==> src/rtl/model_pwm_pkg.sv <==
// Shared definitions for the switching-converter model stimulus blocks:
// default widths, the counter reset value and the duty/period pair that is
// double-buffered by the PWM generator and consumed by the model wrappers.
package model_pwm_pkg;

  localparam int CNT_WIDTH_DEF = 16;
  localparam int PRE_WIDTH_DEF = 16;

  // Value every counter returns to on reset, disable or wrap.
  localparam int CNT_RST = 0;

  // One duty/period set. The shadow copy is written by cfg_load and the
  // active copy is refreshed from it only at a carrier wrap.
  typedef struct packed {
    logic [CNT_WIDTH_DEF-1:0] duty;
    logic [CNT_WIDTH_DEF-1:0] period;
  } pwm_cfg_t;

  localparam pwm_cfg_t PWM_CFG_RST = '0;

endpackage

==> src/rtl/model_ce_prescaler.sv <==
// Model step-enable prescaler: divides aclk by prescaler_div+1 and emits a
// registered one-cycle ce. tick is the combinational "ce next cycle" flag
// so a consumer can precompute registered outputs aligned with ce.
module model_ce_prescaler
  import model_pwm_pkg::*;
#(
  parameter int PRE_WIDTH = PRE_WIDTH_DEF
) (
  input  logic                 aclk,
  input  logic                 reset,
  input  logic                 enable,
  input  logic [PRE_WIDTH-1:0] prescaler_div,
  output logic                 ce,
  output logic                 tick
);

  logic [PRE_WIDTH-1:0] pre_cnt;

  // The divider is compared live; lowering it below pre_cnt lets the counter
  // run on to its natural roll-over instead of clamping.
  assign tick = enable && (pre_cnt == prescaler_div);

  // Prescaler counter and registered ce; disable parks the counter at zero.
  always_ff @(posedge aclk) begin
    // NOTE: non-blocking (<=) for every flop so all registers sample the
    // pre-edge values; blocking here would create order-dependent races.
    if (reset || !enable) begin
      pre_cnt <= PRE_WIDTH'(CNT_RST);
      ce      <= 1'b0;
    end else begin
      pre_cnt <= tick ? PRE_WIDTH'(CNT_RST) : pre_cnt + PRE_WIDTH'(1);
      ce      <= tick;
    end
  end

endmodule

==> src/rtl/model_pwm_step_gen.sv <==
// PWM stimulus for the switching-converter models: a prescaled step enable
// ce, a sawtooth carrier advanced on each ce, and a registered switch
// command s1 compared against a double-buffered duty. The model captures
// s1 on the same ce, so s1 only ever changes on the closing edge of a ce
// cycle. The shared struct fixes the stored width, so keep CNT_WIDTH at
// the package default.
module model_pwm_step_gen
  import model_pwm_pkg::*;
#(
  parameter int CNT_WIDTH = CNT_WIDTH_DEF,
  parameter int PRE_WIDTH = PRE_WIDTH_DEF
) (
  input  logic                 aclk,
  input  logic                 reset,
  input  logic                 enable,
  input  logic [PRE_WIDTH-1:0] prescaler_div,
  input  logic [CNT_WIDTH-1:0] period,
  input  logic [CNT_WIDTH-1:0] duty,
  input  logic                 cfg_load,
  output logic                 ce,
  output logic                 s1,
  output logic [CNT_WIDTH-1:0] carrier,
  output logic                 period_start
);

  logic                 tick;
  pwm_cfg_t             cfg_sh;
  pwm_cfg_t             cfg_act;
  pwm_cfg_t             cfg_act_nxt;
  logic [CNT_WIDTH-1:0] carrier_nxt;
  logic                 wrap;
  logic                 s1_nxt;
  logic                 period_start_nxt;

  model_ce_prescaler #(
    .PRE_WIDTH(PRE_WIDTH)
  ) u_prescaler (
    .aclk         (aclk),
    .reset        (reset),
    .enable       (enable),
    .prescaler_div(prescaler_div),
    .ce           (ce),
    .tick         (tick)
  );

  // Next carrier, active set and comparator result for the closing edge of
  // this cycle; period_start is precomputed so it lines up with the next ce.
  always_comb begin
    // NOTE: every output gets a default before any branch so no path leaves
    // a value unassigned; a missing default here would infer a latch.
    cfg_act_nxt      = cfg_act;
    carrier_nxt      = carrier;
    wrap             = (carrier == CNT_WIDTH'(cfg_act.period));
    if (ce) begin
      if (wrap) begin
        carrier_nxt = CNT_WIDTH'(CNT_RST);
        cfg_act_nxt = cfg_sh;
      end else begin
        carrier_nxt = carrier + CNT_WIDTH'(1);
      end
    end
    // Compare against the values being written so a new duty shows on the
    // very first step of the new period.
    s1_nxt           = (carrier_nxt < CNT_WIDTH'(cfg_act_nxt.duty));
    // Next cycle is a ce cycle that will wrap when its carrier hits the top.
    period_start_nxt = tick && (carrier_nxt == CNT_WIDTH'(cfg_act_nxt.period));
  end

  // Shadow capture, active refresh on wrap, carrier and registered outputs.
  always_ff @(posedge aclk) begin
    if (reset) begin
      cfg_sh       <= PWM_CFG_RST;
      cfg_act      <= PWM_CFG_RST;
      carrier      <= CNT_WIDTH'(CNT_RST);
      s1           <= 1'b0;
      period_start <= 1'b0;
    end else begin
      // A load coinciding with a wrap lands after the wrap has already
      // transferred the previous shadow contents.
      if (cfg_load) begin
        cfg_sh <= '{duty:   CNT_WIDTH_DEF'(duty),
                    period: CNT_WIDTH_DEF'(period)};
      end
      if (!enable) begin
        carrier      <= CNT_WIDTH'(CNT_RST);
        s1           <= 1'b0;
        period_start <= 1'b0;
      end else begin
        carrier      <= carrier_nxt;
        cfg_act      <= cfg_act_nxt;
        period_start <= period_start_nxt;
        if (ce) begin
          s1 <= s1_nxt;
        end
      end
    end
  end

endmodule

==> config.mk <==
export PLATFORM = sky130hd
export DESIGN_NAME = model_pwm_step_gen
export DESIGN_NICKNAME = d
export VERILOG_FILES = /design/src/rtl/model_pwm_pkg.sv /design/src/rtl/model_ce_prescaler.sv /design/src/rtl/model_pwm_step_gen.sv
export SDC_FILE = /design/constraint.sdc
export NUM_CORES = 1
export LEC_CHECK = 0
export CAP_MARGIN = 25
export CORE_UTILIZATION = 25
export DETAILED_ROUTE_END_ITERATION = 8
export SETUP_SLACK_MARGIN = 0.5
export SLEW_MARGIN = 20
export SYNTH_ARGS = -nofsm -noshare
export SYNTH_HDL_FRONTEND = slang
export SYNTH_HIERARCHICAL = 1
export SYNTH_SLANG_ARGS = --single-unit
==> constraint.sdc <==
create_clock -name aclk -period 3.7 [get_ports aclk]
set_input_delay 0.555 -clock aclk [delete_from_list [all_inputs] [get_ports aclk]]
set_output_delay 0.555 -clock aclk [all_outputs]
set_load 0.05 [all_outputs]
## Word-level counts from Yosys, hierarchy flattened

Index checks and enable logic that the tools add are counted.

| word-level totals | value |
|---|---|
| register bits | 99 |
| bits of input ports | 52 |

| operators by class | value |
|---|---|
| add/sub/neg operators | 2 |
| $lt $le $gt $ge | 1 |
| equal/unequal tests | 3 |
| muxes and demuxes | 4 |
| bitwise operators | 1 |
| reductions and logical operators | 6 |

Operators with widths:

| cell | count |
|---|---|
| $mux W32 | 2 |
| $eq A16 B16 Y1 | 3 |
| $add A16 B1 Y16 const B | 2 |
| $mux W16 | 2 |
| $lt A16 B16 Y1 | 1 |
| $reduce_or A2 Y1 | 2 |
| $logic_and A1 B1 Y1 | 2 |
| $logic_not A1 Y1 | 1 |
| $logic_or A1 B1 Y1 | 1 |
| $not A1 Y1 | 1 |

## Longest topological paths before layout

Gate-level depths: netlist of the first run.

| depth | value |
|---|---|
| word-level depth | 5 |
| gate-level depth with buffers | 15 |
| depth with buffers taken out | 13 |

## Cells and area by module

The synthesis of the first run kept the hierarchy.

Modules (own cells, without submodules):

| module | times used | cells each | area an instance (µm²) | seq. area each (µm²) |
|---|---|---|---|---|
| model_pwm_step_gen | 1 | 459 | 4,112.7 | 1,641.6 |
| model_ce_prescaler | 1 | 102 | 892.1 | 340.3 |

## Worst setup path before layout of the first run

OpenSTA, ideal clock, no wires.

| timing | value |
|---|---|
| path kind | reg2reg |
| start point | register carrier[8] |
| end point | register s1 |
| data arrival time | 3.547 ns |
| data required time | 3.631 ns |
| path slack | 0.085 ns |
| cell stages (with the launch flop) | 16 |
| path buffers | 2 |
| clock period less this slack | 3.615 ns |
| path through | dfxtp_1 -> xor2_1 -> nor4_2 -> nand3_1 -> nor4_4 -> buf_6 -> clkbuf_1 -> nor2_1 -> ha_1 -> a21o_1 -> a21o_1 -> a21oi_1 -> nor2_1 -> a211oi_1 -> a311oi_1 -> o21ai_1 |

| on the way | value |
|---|---|
| word-level cells in the longest chain between the ends | 4 |
| elaborated cells between the ends (all ways) | 7 |
| those cells by class | add/sub: 1; order compare: 1; eq/ne: 1; mux: 4 |

Ends and longest elaborated chain:

| item | line | text |
|---|---|---|
| from (decl) | model_pwm_step_gen.sv:22 | `output logic [CNT_WIDTH-1:0] carrier,` |
| from (signal assigned) | model_pwm_step_gen.sv:74 | `carrier <= CNT_WIDTH'(CNT_RST);` |
| from (signal assigned) | model_pwm_step_gen.sv:85 | `carrier <= CNT_WIDTH'(CNT_RST);` |
| from (signal assigned) | model_pwm_step_gen.sv:89 | `carrier <= carrier_nxt;` |
| $eq A16 B16 Y1 | model_pwm_step_gen.sv:53 | `wrap = (carrier == CNT_WIDTH'(cfg_act.period));` |
| $mux W16 | model_pwm_step_gen.sv:55 | `if (wrap) begin` |
| $mux W16 | model_pwm_step_gen.sv:54 | `if (ce) begin` |
| net carrier_nxt[2] | model_pwm_step_gen.sv:30 | `logic [CNT_WIDTH-1:0] carrier_nxt;` |
| $lt A16 B16 Y1 | model_pwm_step_gen.sv:64 | `s1_nxt = (carrier_nxt < CNT_WIDTH'(cfg_act_nxt.duty));` |
| to (signal assigned) | model_pwm_step_gen.sv:93 | `s1 <= s1_nxt;` |
| to (decl) | model_pwm_step_gen.sv:21 | `output logic s1,` |

The timed path passes the listed nets, and every way through them passes these cells.
A chain may end at the register's enable or synchronous reset.

## Final worst setup path of the first run

| timing | value |
|---|---|
| start point | register cfg_act[15] (netlist name) |
| end point | register s1 |

| on the way | value |
|---|---|
| word-level cells in the longest chain between the ends | 4 |
| elaborated cells between the ends (all ways) | 6 |
| those cells by class | order compare: 1; eq/ne: 1; mux: 4 |

Ends and longest elaborated chain:

| item | line | text |
|---|---|---|
| from (decl) | model_pwm_step_gen.sv:28 | `pwm_cfg_t cfg_act;` |
| from (signal assigned) | model_pwm_step_gen.sv:90 | `cfg_act <= cfg_act_nxt;` |
| $eq A16 B16 Y1 | model_pwm_step_gen.sv:53 |  |
| $mux W16 | model_pwm_step_gen.sv:55 |  |
| $mux W16 | model_pwm_step_gen.sv:54 |  |
| net carrier_nxt[7] | model_pwm_step_gen.sv:30 |  |
| $lt A16 B16 Y1 | model_pwm_step_gen.sv:64 |  |

The timed path passes the listed nets, and every way through them passes these cells.

==> results.tsv, run 1 <==
metric	value	unit
DR iter-0 viols	295	
Top Ports	71	
# clock sinks	99	
first-pass GRT wire length	20510	um
Worst-Skew Late Latency	0.35	ns
area of the mapped netlist	5005	um^2
Die Area	20590	um^2
CP required	3.94	ns
Vias per Instance	4.557	
post-layout power	0.002389	W
clock network fraction of total power	45.3	%
CTS tree	yes	
register area share after synthesis	39.60	%
TritonRoute pass-1 iters	4	
vias post-DR	4097	
Synth async-reset ratio	0	%
Layout area overhead	30.38	%
Clock Skew	0.008112	ns
number of global-route vias before repair	3849	
placed wire-length estimate	9430	um
final non-filler cell area	6525	um^2
post-synthesis cell type count	51	
ratio of cells with drive above 1 in the final layout	12.30	%
Routability Congestion	0.8389	
Synth top area share	39.60	%
placed cell areas	5971	um^2
Gate power share	7.9	%
Syn Inst Count	561	
final setup fails	0	
CTS H-tree depth	3	
root buffer cell	clkbuf_16	
CTS max path bufs	2	
Psw	0.0005322	W
top-count cell post-synth	nor2_1	
CP max FO	11	
hold_ws	0.4723	ns
status	finished, final reports clean	
count of final hold-check violations	0	
max-cap violation count	0	
Seq pwr share	46.8	%
Setup TNS	0	ns
CP Capture Type	register	
Most used DFF post-synth	dfxtp_1	
Peak VDD IR	0.0001725	V
CP Class	register to register	
hold-fix buffers at CTS	0	
clock slew at reported path FFs	0.07	ns
Routed Antenna Nets	0	
Max Freq	328.1	MHz
unrepaired setup endpoints after global routing	no	
Buffers on Ports	70	
Die Span X	143.5	um
fin crit share	82.37	%
Rows	51	
drt wl/cell	14.41	um
core region area	19530	um^2
Yosys reg bits	99	
Pwr Density	366.1	nW/um^2
HP Class	register to register	
Slew Viols, Final	0	
Chip Height	143.5	um
Ys Warns	6	
Multi-input gate area	2923	um^2
WL final	12950	um
CP arrival	3.29	ns
min Tclk post-route	3.048	ns
drt drc	0	
# fillers	2040	
Slew @ Worst Pin	0.9665	ns
Setup WS pre-CTS	0.4505	ns
Reg area	2014	um^2
Mapped Avg Cell Area	8.921	um^2
Pint	0.001857	W
synth top area cells	dfxtp_1 (40%), mux2i_1 (9.6%), nor2_1 (7.9%)	
# nets final	699	
GRT Total Usage	12.92	%
final worst slack	0.6523	ns
Syn Nets	630	
Net Sw Frac	22.28	%
Synth area leader	dfxtp_1	
Synth top cells by count	nor2_1 (105), dfxtp_1 (99), mux2i_1 (48)	
ANT cells	0	
gr ovfl total	0	
largest net degree at the start of global routing	66	
CP Launch Type	register	
EDFF count, synth	0	
Leakage Power	2.417	nW
initial antenna violation count	0	
Slew Limit Headroom	35.57	%
number of buffers created by CTS	9	
Initial Util	25.63	%
[timing repair]
| action | CTS | global route |
|---|---|---|
| setup buffers | 0 | 10 |
| hold endpoints to repair | 0 | 0 |
| resized for setup | 0 | 18 |
| pin swaps | 1 | 12 |
| cloned | 1 | 1 |
| endpoints found under the setup margin | 1 | 1 |
[metrics by stage]
step	cells	utilization (%)
global route	899	33.42
global placement	872	30.58
detailed placement	872	30.58
CTS	888	32.47
floorplan	561	-
finish	899	33.42
[path summary, 6_finish.rpt]
path / startpoint / endpoint / slack (ns) / cells past startpoint
worst max-delay path: cfg_act[15] / s1 / 0.65 / 12
worst min-delay path: cfg_act[8] / cfg_act[8] / 0.47 / 2
worst max register to register: cfg_act[15] / s1 / 0.65 / 12
worst min register to register: cfg_act[8] / cfg_act[8] / 0.47 / 2
[worst max-delay path, cell delays in order (launching register included)]
cell	delay (ns)
dfxtp_4	0.36
xor2_1	0.18
nor4_2	0.30
nand3_1	0.16
nor4_4	0.35
buf_4	0.21
clkbuf_16	0.16
nor2_1	0.05
ha_1	0.33
nand3_1	0.12
a2111o_1	0.42
a311oi_2	0.21
o21ai_1	0.08
[flip-flops by register name (all words and copies together) (netlist names)]
signal               count
period_start             1
u_prescaler/pre_cnt     16
cfg_act                 32
carrier                 16
cfg_sh                  32
u_prescaler/ce           1
s1                       1
[kinds of logic (layout without fill, tap and decap cells)]
family                     Yosys count  in the layout  synth area share (%)
and+or+nand+nor                    232            232                 22.50
adders and majority gates           17             17                 4.250
xor gates and xnor gates            67             67                 11.73
muxes                               48             48                 9.600
DFF                                 99             99                 39.60
AOI/OAI and AO/OA                   64             64                 9.175
buffers and inverters               34            107                 3.150
[per-layer routing]
metal,part of all wire (%),global-route usage (%)
met5,0,0
met4,2.4,4.927
met3,3.4,2.433
met2,44,19.44
met1,50,18.11
[power by group through the flow]
stage	registers, W	logic (W)	clock network [W]
3_5_place_dp	0.00114	0.000183	0
6_report	0.00112	0.000188	0.00108
2_1_floorplan	0.00113	0.000106	0
5_1_grt	0.00112	0.000207	0.00115
3_3_place_gp	0.00114	0.000180	0
4_1_cts	0.00112	0.000184	0.00111
[cell usage in the layout, fill, tap and decap left out, types with 5 or more instances in the layout]
cell type and count:
nor4_1 7, nand2_1 37, mux2i_2 5, xor2_1 27, clkbuf_16 10, mux2i_1 42, ha_1 17, nand3_1 35
a21oi_1 21, clkdlybuf4s50_1 68, xnor2_1 39, dfxtp_2 14, a21o_1 5, dfxtp_1 81, nand4_1 15, nor3_1 10
nor2_1 105, a211oi_1 15, buf_4 12
[layout make-up]
class	count	area share, %
clock buffers	9	3.452
clock inverters	6	1.707
multi-input cells	428	44.79
repair buffers	88	13.86
well taps	265	5.081
inverters	4	0.2301
flip-flops and latches	99	30.87
(Power assumes the default switching activity.)
==> inputs of run 2 (changes only) <==
==> constraint.sdc (replaced) <==
create_clock -name aclk -period 2.9 [get_ports aclk]
set_input_delay 0.435 -clock aclk [delete_from_list [all_inputs] [get_ports aclk]]
set_output_delay 0.435 -clock aclk [all_outputs]
set_load 0.05 [all_outputs]
==> run 2 against run 1 <==
Via count increased by 3.2%. Non-clock buffer count increased by 39. Sequential cell count unchanged. Count of clock-buffer cells in the layout increased by 1. Largest cell class unchanged. Register-to-register slack got worse by 0.71 ns. Combinational power increased by 29%. Sequential power increased by 28%. Clock power increased by 12%. The run now ends with negative setup slack left. Largest power group unchanged. Power increased by 21%.
==> results.tsv, run 2 (synthesized netlist as in run 1, its figures left out) <==
metric	value	unit	change
first-pass GRT wire length	21430	um	+4.5%
placed cell areas	6324	um^2	+5.9%
Pwr Density	423.8	nW/um^2	+16%
Rows	51		unchanged
CP max FO	7		-4
CTS max path bufs	2		unchanged
# clock sinks	99		unchanged
WL final	13450	um	+3.8%
ratio of cells with drive above 1 in the final layout	18.10	%	+5.8 points
status	complete, but fails checks		
# nets final	738		+5.6%
GRT Total Usage	13.51	%	+0.59 points
Chip Height	143.5	um	unchanged
drt wl/cell	14.32	um	-0.59%
CP required	3.15	ns	-0.79 ns
Leakage Power	2.584	nW	+6.9%
vias post-DR	4230		+3.2%
Routed Antenna Nets	0		unchanged
final non-filler cell area	6804	um^2	+4.3%
core region area	19530	um^2	unchanged
Net Sw Frac	23.76	%	+1.5 points
R2R Setup Slk	-0.05	ns	-0.71 ns
Buffers on Ports	70		unchanged
clock slew at reported path FFs	0.07	ns	about the same
fin cells	939		+4.4%
Peak VDD IR	0.0003064	V	+78%
Clock Skew	0.01087	ns	+0.002754 ns
Layout area overhead	35.95	%	
final worst slack	-0.05329	ns	-0.7056 ns
count of final hold-check violations	0		unchanged
failing checks	negative setup slack		
Vias per Instance	4.505		-1.2%
gr ovfl total	0		unchanged
Slew @ Worst Pin	0.9680	ns	+0.001467 ns
Regs by FF count	cfg_act x32, cfg_sh x32		
HP Class	input port to register		
Slew Limit Headroom	35.47	%	-0.098 points
Slew Viols, Final	0		unchanged
Gate power share	8.4	%	+0.5 points
ANT cells	0		unchanged
most frequent cells in the layout	nor2_1 (105), dfxtp_1 (80), clkdlybuf4s50_1 (68), buf_4 (53), mux2i_1 (44)		
final setup fails	1		+1
CP Class	register to register		
leading cell type in the layout, fill and taps excluded	nor2_1		
drt drc	0		unchanged
number of global-route vias before repair	4014		+4.3%
Max Freq	338.6	MHz	+3.2%
CTS tree	yes		
DR iter-0 viols	304		+3.1%
min Tclk post-route	2.953	ns	-0.09439 ns
root buffer cell	clkbuf_16		
Psw	0.0006851	W	+29%
Top Ports	71		unchanged
CP Capture Type	register		
unrepaired setup endpoints after global routing	yes		
max-cap violation count	0		unchanged
initial antenna violation count	0		unchanged
Initial Util	25.63	%	unchanged
Seq pwr share	49.5	%	+2.7 points
CP Launch Type	register		
largest net degree at the start of global routing	65		-1.5%
Reg area	2016	um^2	about the same
TritonRoute pass-1 iters	4		unchanged
# fillers	2054		+0.69%
Multi-input gate area	2982	um^2	+2.0%
placed wire-length estimate	10240	um	+8.6%
DP Cell Count	917		+5.2%
Die Span X	143.5	um	unchanged
CTS H-tree depth	3		unchanged
Worst-Skew Late Latency	0.35	ns	about the same
Pint	0.002198	W	+18%
Die Area	20590	um^2	unchanged
fin crit share	101.8	%	+19 points
final core occ	34.85	%	+1.4 points
clock network fraction of total power	42.1	%	-3.2 points
number of buffers created by CTS	9		unchanged
Routability Congestion	0.8880		+5.9%
CP arrival	3.20	ns	-0.09 ns
## run 2: final cells by class
cell class / instances / area share [%]
Inverter: 4 / 0.2207
Timing Repair Buffer: 127 / 17.12
Tap cell: 265 / 4.873
Sequential cell: 99 / 29.62
Clock buffer: 10 / 3.365
Multi-Input combinational cell: 428 / 43.82
Clock inverter: 6 / 0.9746
## run 2: worst paths after layout
path,start,end,depth (start not counted)
setup / recovery,carrier[8],s1,13
setup reg to reg,carrier[8],s1,13
hold / removal,reset,u_prescaler/ce,3
hold reg to reg,cfg_act[16],cfg_act[16],2
## run 2: power groups by stage
stage	Sequential (W)	Clock (W)	Combinational (W)
finish	0.00143	0.00121	0.000243
global route	0.00143	0.00130	0.000266
CTS	0.00143	0.00126	0.000239
detailed placement	0.00146	0	0.000237
global placement	0.00146	0	0.000235
floorplan	0.00145	0	0.000135
## run 2: timing repair
action	in CTS	in global routing
cloned	0	1
resized for setup	9	15
pin swaps	3	8
hold buffers	0	0
setup endpoints to repair	19	23
buffers inserted	2	3
## run 2: metal layers
layer / part of all wire [%] / up-vias / track usage [%]
met2: 45 / 84 / 20.59
met5: 0 / - / 0
met3: 3.8 / 17 / 1.999
met4: 2.0 / 0 / 5.319
li1: - / 2181 / -
met1: 49 / 1948 / 19.02
## run 2: critical path, stage by stage (launching register included)
cell,delay (ns)
dfxtp_4,0.35
xor2_1,0.17
nor4_2,0.33
nand3_1,0.17
nor4_4,0.24
buf_4,0.18
clkbuf_16,0.14
buf_4,0.11
nor2_1,0.04
ha_1,0.31
nand4_1,0.13
a2111o_1,0.39
a311oi_2,0.20
o21ai_1,0.08
## run 2: through the flow
step	total power [W]	setup WS, ns	setup TNS, ns	hold slack (ns)
global placement	0.001691	-0.06983	-0.06983	0.4478
finish	0.002883	-0.05329	-0.05329	0.4565
CTS	0.002921	-0.1161	-0.1161	0.4444
floorplan	0.001580	-0.1369	-0.1369	0.4326
global route	0.003002	-0.1837	-0.1837	0.4691
detailed placement	0.001693	-0.1493	-0.1493	0.4562
